[src/rtl/ksa_addsub_pipe.sv]
// Pipelined Kogge-Stone add/subtract unit. One register stage for precompute,
// one per prefix level and one for the sum/flags, with valid/ready flow control.
module ksa_addsub_pipe #(
  parameter int N = 8
) (
  input  logic         clk,
  input  logic         rst_n,
  input  logic         in_valid,
  output logic         in_ready,
  input  logic [N-1:0] a,
  input  logic [N-1:0] b,
  input  logic         op,
  output logic         out_valid,
  input  logic         out_ready,
  output logic [N-1:0] s,
  output logic         cb,
  output logic         ovf,
  output logic         zero
);

  localparam int D = $clog2(N);
  localparam int L = D + 2;

  // Stage valid bits: 0 = precompute, 1..D = prefix levels, L-1 = sum.
  logic [L-1:0] r_v;
  logic [L-1:0] w_adv;

  // Per-stage group propagate/generate, original propagate and side-band bits.
  logic [N-1:0] r_p  [0:D];
  logic [N-1:0] r_g  [0:D];
  logic [N-1:0] r_p0 [0:D];
  logic [D:0]   r_cin;
  logic [D:0]   r_am;
  logic [D:0]   r_bm;

  logic [N-1:0] r_s;
  logic         r_cb;
  logic         r_ovf;
  logic         r_zero;

  logic [N-1:0]        w_bb;
  logic [N-1:0]        w_p_in;
  logic [N-1:0]        w_g_in;
  logic                w_gc0;
  logic [D:1][N-1:0]   w_p;
  logic [D:1][N-1:0]   w_g;
  logic [N-1:0]        w_carry;
  logic [N-1:0]        w_s;
  logic                w_c;
  logic                w_ovf;

  // A stage may hand its contents on when the next stage is empty or leaving.
  always_comb begin
    w_adv        = '0;
    w_adv[L-1]   = out_ready;
    for (int j = L - 2; j >= 0; j--) begin
      w_adv[j] = ~r_v[j+1] | w_adv[j+1];
    end
  end

  assign in_ready = ~r_v[0] | w_adv[0];

  assign w_bb   = op ? ~b : b;
  assign w_p_in = a ^ w_bb;
  assign w_g_in = a & w_bb;

  // Carry-in is absorbed into bit 0 at level 1, so every later group that
  // reaches bit 0 already accounts for it and only needs a gray cell.
  assign w_gc0 = r_g[0][0] | (r_p[0][0] & r_cin[0]);

  genvar gr, gi;
  generate
    for (gr = 1; gr <= D; gr++) begin : g_lvl
      localparam int K = 1 << (gr - 1);
      for (gi = 0; gi < N; gi++) begin : g_bit
        if (gr == 1 && gi == 0) begin : g_cin
          assign w_g[gr][gi] = w_gc0;
          assign w_p[gr][gi] = r_p[gr-1][gi];
        end else if (gr == 1 && gi == 1) begin : g_gray1
          assign w_g[gr][gi] = r_g[gr-1][gi] | (r_p[gr-1][gi] & w_gc0);
          assign w_p[gr][gi] = r_p[gr-1][gi];
        end else if (gi >= 2 * K) begin : g_black
          assign w_g[gr][gi] = r_g[gr-1][gi] | (r_p[gr-1][gi] & r_g[gr-1][gi-K]);
          assign w_p[gr][gi] = r_p[gr-1][gi] & r_p[gr-1][gi-K];
        end else if (gi >= K) begin : g_gray
          assign w_g[gr][gi] = r_g[gr-1][gi] | (r_p[gr-1][gi] & r_g[gr-1][gi-K]);
          assign w_p[gr][gi] = r_p[gr-1][gi];
        end else begin : g_pass
          assign w_g[gr][gi] = r_g[gr-1][gi];
          assign w_p[gr][gi] = r_p[gr-1][gi];
        end
      end
    end
  endgenerate

  assign w_carry = {r_g[D][N-2:0], r_cin[D]};
  assign w_s     = r_p0[D] ^ w_carry;
  assign w_c     = r_g[D][N-1];
  assign w_ovf   = (r_am[D] == r_bm[D]) && (w_s[N-1] != r_am[D]);

  always_ff @(posedge clk or negedge rst_n) begin
    if (!rst_n) begin
      r_v <= '0;
      for (int j = 0; j <= D; j++) begin
        r_p[j]  <= '0;
        r_g[j]  <= '0;
        r_p0[j] <= '0;
      end
      r_cin  <= '0;
      r_am   <= '0;
      r_bm   <= '0;
      r_s    <= '0;
      r_cb   <= 1'b0;
      r_ovf  <= 1'b0;
      r_zero <= 1'b0;
    end else begin
      if (in_ready) begin
        r_v[0] <= in_valid;
        if (in_valid) begin
          r_p[0]   <= w_p_in;
          r_g[0]   <= w_g_in;
          r_p0[0]  <= w_p_in;
          r_cin[0] <= op;
          r_am[0]  <= a[N-1];
          r_bm[0]  <= w_bb[N-1];
        end
      end
      for (int j = 1; j <= D; j++) begin
        if (w_adv[j-1]) begin
          r_v[j] <= r_v[j-1];
          if (r_v[j-1]) begin
            r_p[j]   <= w_p[j];
            r_g[j]   <= w_g[j];
            r_p0[j]  <= r_p0[j-1];
            r_cin[j] <= r_cin[j-1];
            r_am[j]  <= r_am[j-1];
            r_bm[j]  <= r_bm[j-1];
          end
        end
      end
      if (w_adv[D]) begin
        r_v[L-1] <= r_v[D];
        if (r_v[D]) begin
          r_s    <= w_s;
          r_cb   <= r_cin[D] ? ~w_c : w_c;
          r_ovf  <= w_ovf;
          r_zero <= ~|w_s;
        end
      end
    end
  end

  assign out_valid = r_v[L-1];
  assign s         = r_s;
  assign cb        = r_cb;
  assign ovf       = r_ovf;
  assign zero      = r_zero;

endmodule

[config.mk]
export PLATFORM = sky130hd
export DESIGN_NAME = ksa_addsub_pipe
export DESIGN_NICKNAME = d
export VERILOG_FILES = /design/src/rtl/ksa_addsub_pipe.sv
export SDC_FILE = /design/constraint.sdc
export NUM_CORES = 1
export LEC_CHECK = 0
export ABC_AREA = 0
export CAP_MARGIN = 20
export CORE_MARGIN = 2
export CORE_UTILIZATION = 30
export CTS_CLUSTER_DIAMETER = 100
export DETAILED_ROUTE_END_ITERATION = 8
export PLACE_DENSITY = 0.45
export SETUP_SLACK_MARGIN = 0.1
export SLEW_MARGIN = 20
export SYNTH_ARGS = -nofsm -noshare
export SYNTH_HDL_FRONTEND = slang
export SYNTH_SLANG_ARGS = --single-unit
[constraint.sdc]
create_clock -name clk -period 4.7 [get_ports clk]
set_input_delay 0.94 -clock clk [delete_from_list [all_inputs] [get_ports clk]]
set_output_delay 0.94 -clock clk [all_outputs]
set_load 0.01 [all_outputs]
==> qor.csv <==
stage;metric;value;unit
cells_and_area;drive_gt1_frac;0.264;
sta;fin_crit_sh;0.730;
worst_setup_path;crit_path_start_kind;primary input;
cts;cts-resized-gates;0;
global_route;grt_pass1_vias;2511;
synth;ys_ff_latch;102;
synth;yosysUniqueCellTypes;32;
floorplanning;placementRows;43;
synth;synth_xor_area_frac;0.0343;
cells_and_area;stdcell_count;528;
global_route;antenna_found_initial;0;
floorplanning;fp.coreArea;14000;µm²
floorplanning;dieHeight;124;µm
synth;synth_compound_area_frac;0.0709;
sta;fmax;291;MHz
placed_design;gp_congestion;0.694;
floorplanning;die_x;124;µm
sta;slew_headroom;0.272;
route;wl;7.79;mm
synth;synth_area_per_cell;14.1;µm²
cts;clockBufferDepth;2;
min_path;holdPathEnd;r_bm[1];
worst_setup_path;reg2reg_slack;2.44;ns
cts;ctsHoldBuffers;0;
cts;htreeDepth;3;
cells_and_area;areaGrowthSynthToFinish;17.4;%
pwr;leakage;2.25;nW
route;drt_iter0_drc;92;
cts;insertion_delay;0.34;ns
pwr;power.density;570;nW/µm²
route;vias;2408;
synth;seq_area_frac_synth;0.588;
sta;fin_worst_skew;0.00547;ns
route;drc;0;
cells_and_area;design_area;5100;µm²
route;vias_per_cell;4.56;
placed_design;place_inst;512;
cells_and_area;fillers;1392;
cells_and_area;final_nets;372;
global_route;grt_max_degree;75;
cts;root_buffer;clkbuf_16;
worst_setup_path;worst_r2r_endpoint;r_p[16];
min_path;holdCritPathClass;flop to flop;
run;drv_cap;0;
pwr;ir_drop;0.000188;V
min_path;worstHoldStart;r_bm[0];
placed_design;dp_hpwl;5.49;mm
placed_design;dpl_cell_area;4810;µm²
sta;slew_violations;0;
route;ant_nets;0;
cells_and_area;diodes;0;
worst_setup_path;critPathMaxFanout;13;
pwr;power;2.91;mW
synth;synth_area;4340;µm²
sta;hold_viol_final;0;
floorplanning;io_pins;34;
route;wire_per_inst;14.8;µm
min_path;whs_path_depth;1;
sta;period_needed;3.43;ns
synth;syn-num-nets;338;
floorplanning;start_util;0.311;
cts;cts_sinks;102;
synth;synthMuxAreaShare;0.217;
worst_setup_path;end_kind;output port;
cts;cts_tree;built;
global_route;grt_pass1_wl;13.4;mm
worst_setup_path;cp.required;3.76;ns
sta;finalSetupTns;0;ns
sta;final-setup-viol-count;0;
cts;clk_pin_slew_worst_paths;0.07;ns
floorplanning;die-area;15500;µm²
global_route;grt_overflow_total;0;
placed_design;numPortBuffers;33;
synth;synth_fa_ha_area_frac;0.0230;
worst_setup_path;cp.arrival;2.49;ns
worst_setup_path;rr_startpoint;r_v[2];
synth;synth-simple-area-share;0.0334;
synth;synthCells;309;
synth;ys_warn_count;0;
status;status;finished, final reports clean;
sta;rsz0062_at_grt;no;
cts;postCtsSetupBuffers;0;
cts;numCtsBuffers;9;
worst_setup_path;r2r_cells;3;
route;firstDrtPassIters;4;
sta;tightest_slew;1.09;ns
cells_and_area;utilization;0.364;
synth;synth_top_family_by_area;multiplexers;
worst_setup_path;crit_type;primary input to output port;
global_route;grt_use_total;0.109;
stage by stage:
stage	setup WS (ns)	hold slack, ns
floorplan	2.34	0.472
global placement	1.27	0.483
detailed placement	1.27	0.488
CTS	1.27	0.503
global route	1.21	0.523
finish	1.27	0.498
worst max-delay path: stages:
cell,delay (ns)
clkdlybuf4s50_1,0.45
and4b_4,0.47
nand3_1,0.12
clkdlybuf4s50_1,0.50
worst max path at each step:
stage,from,end,slack [ns],depth (start not counted)
2_1_floorplan,out_ready,in_ready,2.34,2
6_report,out_ready,in_ready,1.27,4
4_1_cts,out_ready,in_ready,1.27,4
5_1_grt,out_ready,in_ready,1.21,4
3_5_place_dp,out_ready,in_ready,1.27,4
3_3_place_gp,out_ready,in_ready,1.27,4
cell usage after synthesis:
cell type | count | area, µm²
nor4_1 | 2 | 12.5
nand3b_2 | 1 | 11.3
o21ai_0 | 16 | 80.1
mux2_1 | 1 | 11.3
a21boi_0 | 1 | 7.51
dfrtp_1 | 102 | 2550
buf_8 | 1 | 15.0
ha_1 | 8 | 100
xor2_1 | 17 | 149
a31oi_1 | 4 | 25.0
mux2_2 | 61 | 687
inv_1 | 14 | 52.6
and4b_4 | 1 | 13.8
buf_6 | 2 | 22.5
or2_2 | 1 | 6.26
mux2_4 | 7 | 105
a41o_1 | 1 | 10.0
clkbuf_1 | 3 | 11.3
a21boi_4 | 1 | 18.8
buf_2 | 2 | 10.0
nand2b_1 | 4 | 25.0
a21o_1 | 2 | 15.0
nand3_1 | 1 | 5.00
nand2_2 | 1 | 6.26
a21oi_1 | 21 | 105
nand4b_4 | 1 | 23.8
buf_4 | 2 | 15.0
o31ai_1 | 4 | 30.0
mux2i_1 | 14 | 140
nand2_1 | 11 | 41.3
o21ai_4 | 1 | 16.3
buf_12 | 1 | 20.0
registers in the layout (all words and copies together), names as in the netlist:
| name | cells |
|---|---|
| ovf | 1 |
| r_g | 32 |
| r_v | 5 |
| r_bm | 4 |
| r_am | 4 |
| s | 8 |
| r_cin | 4 |
| r_p0 | 28 |
| cb | 1 |
| zero | 1 |
| r_p | 14 |
report_power, final:
group	switching [mW]	internal [mW]	leakage [nW]
clock network	0.315	0.401	0.142
registers	0.231	1.21	1.23
logic	0.307	0.447	0.879
total	0.853	2.06	2.25
layout by cell type (no fill, tap or decap), drive strengths merged:
cell / count
ha: 8
nor4: 2
mux2i: 14
o31ai: 4
inv: 14
nand2b: 4
dfrtp: 102
a21oi: 21
o21ai: 17
mux2: 69
clkbuf: 13
a21boi: 2
clkdlybuf4s50: 32
and4b: 1
a31oi: 4
a41o: 1
a21o: 2
clkinv: 2
nand3: 1
buf: 2
nand3b: 1
clkinvlp: 1
nand2: 12
xor2: 17
nand4b: 1
or2: 1
layer usage:
metal | part of all wire | global-route usage
met2 | 0.45 | 0.167
met1 | 0.50 | 0.149
met4 | 0.019 | 0.0436
met5 | 0 | 0
met3 | 0.032 | 0.0262
layout make-up:
class	count	area, µm²	share of cell area
clock inverters	3	17.5	0.00344
inverters	14	52.6	0.0103
clock buffers	13	270	0.0530
multi-input cells	182	1650	0.323
well taps	180	225	0.0442
flip-flops and latches	102	2550	0.501
repair buffers	34	335	0.0658
cells by family (layout without fill, tap and decap cells):
family	count (synthesis)	after routing
AOI/OAI and AO/OA	51	51
buffers and inverters	25	64
and+or+nand+nor	23	23
adders and majority gates	8	8
muxes	83	83
xor gates and xnor gates	17	17
DFF	102	102
No activity file was read; power rests on OpenSTA's default activity.
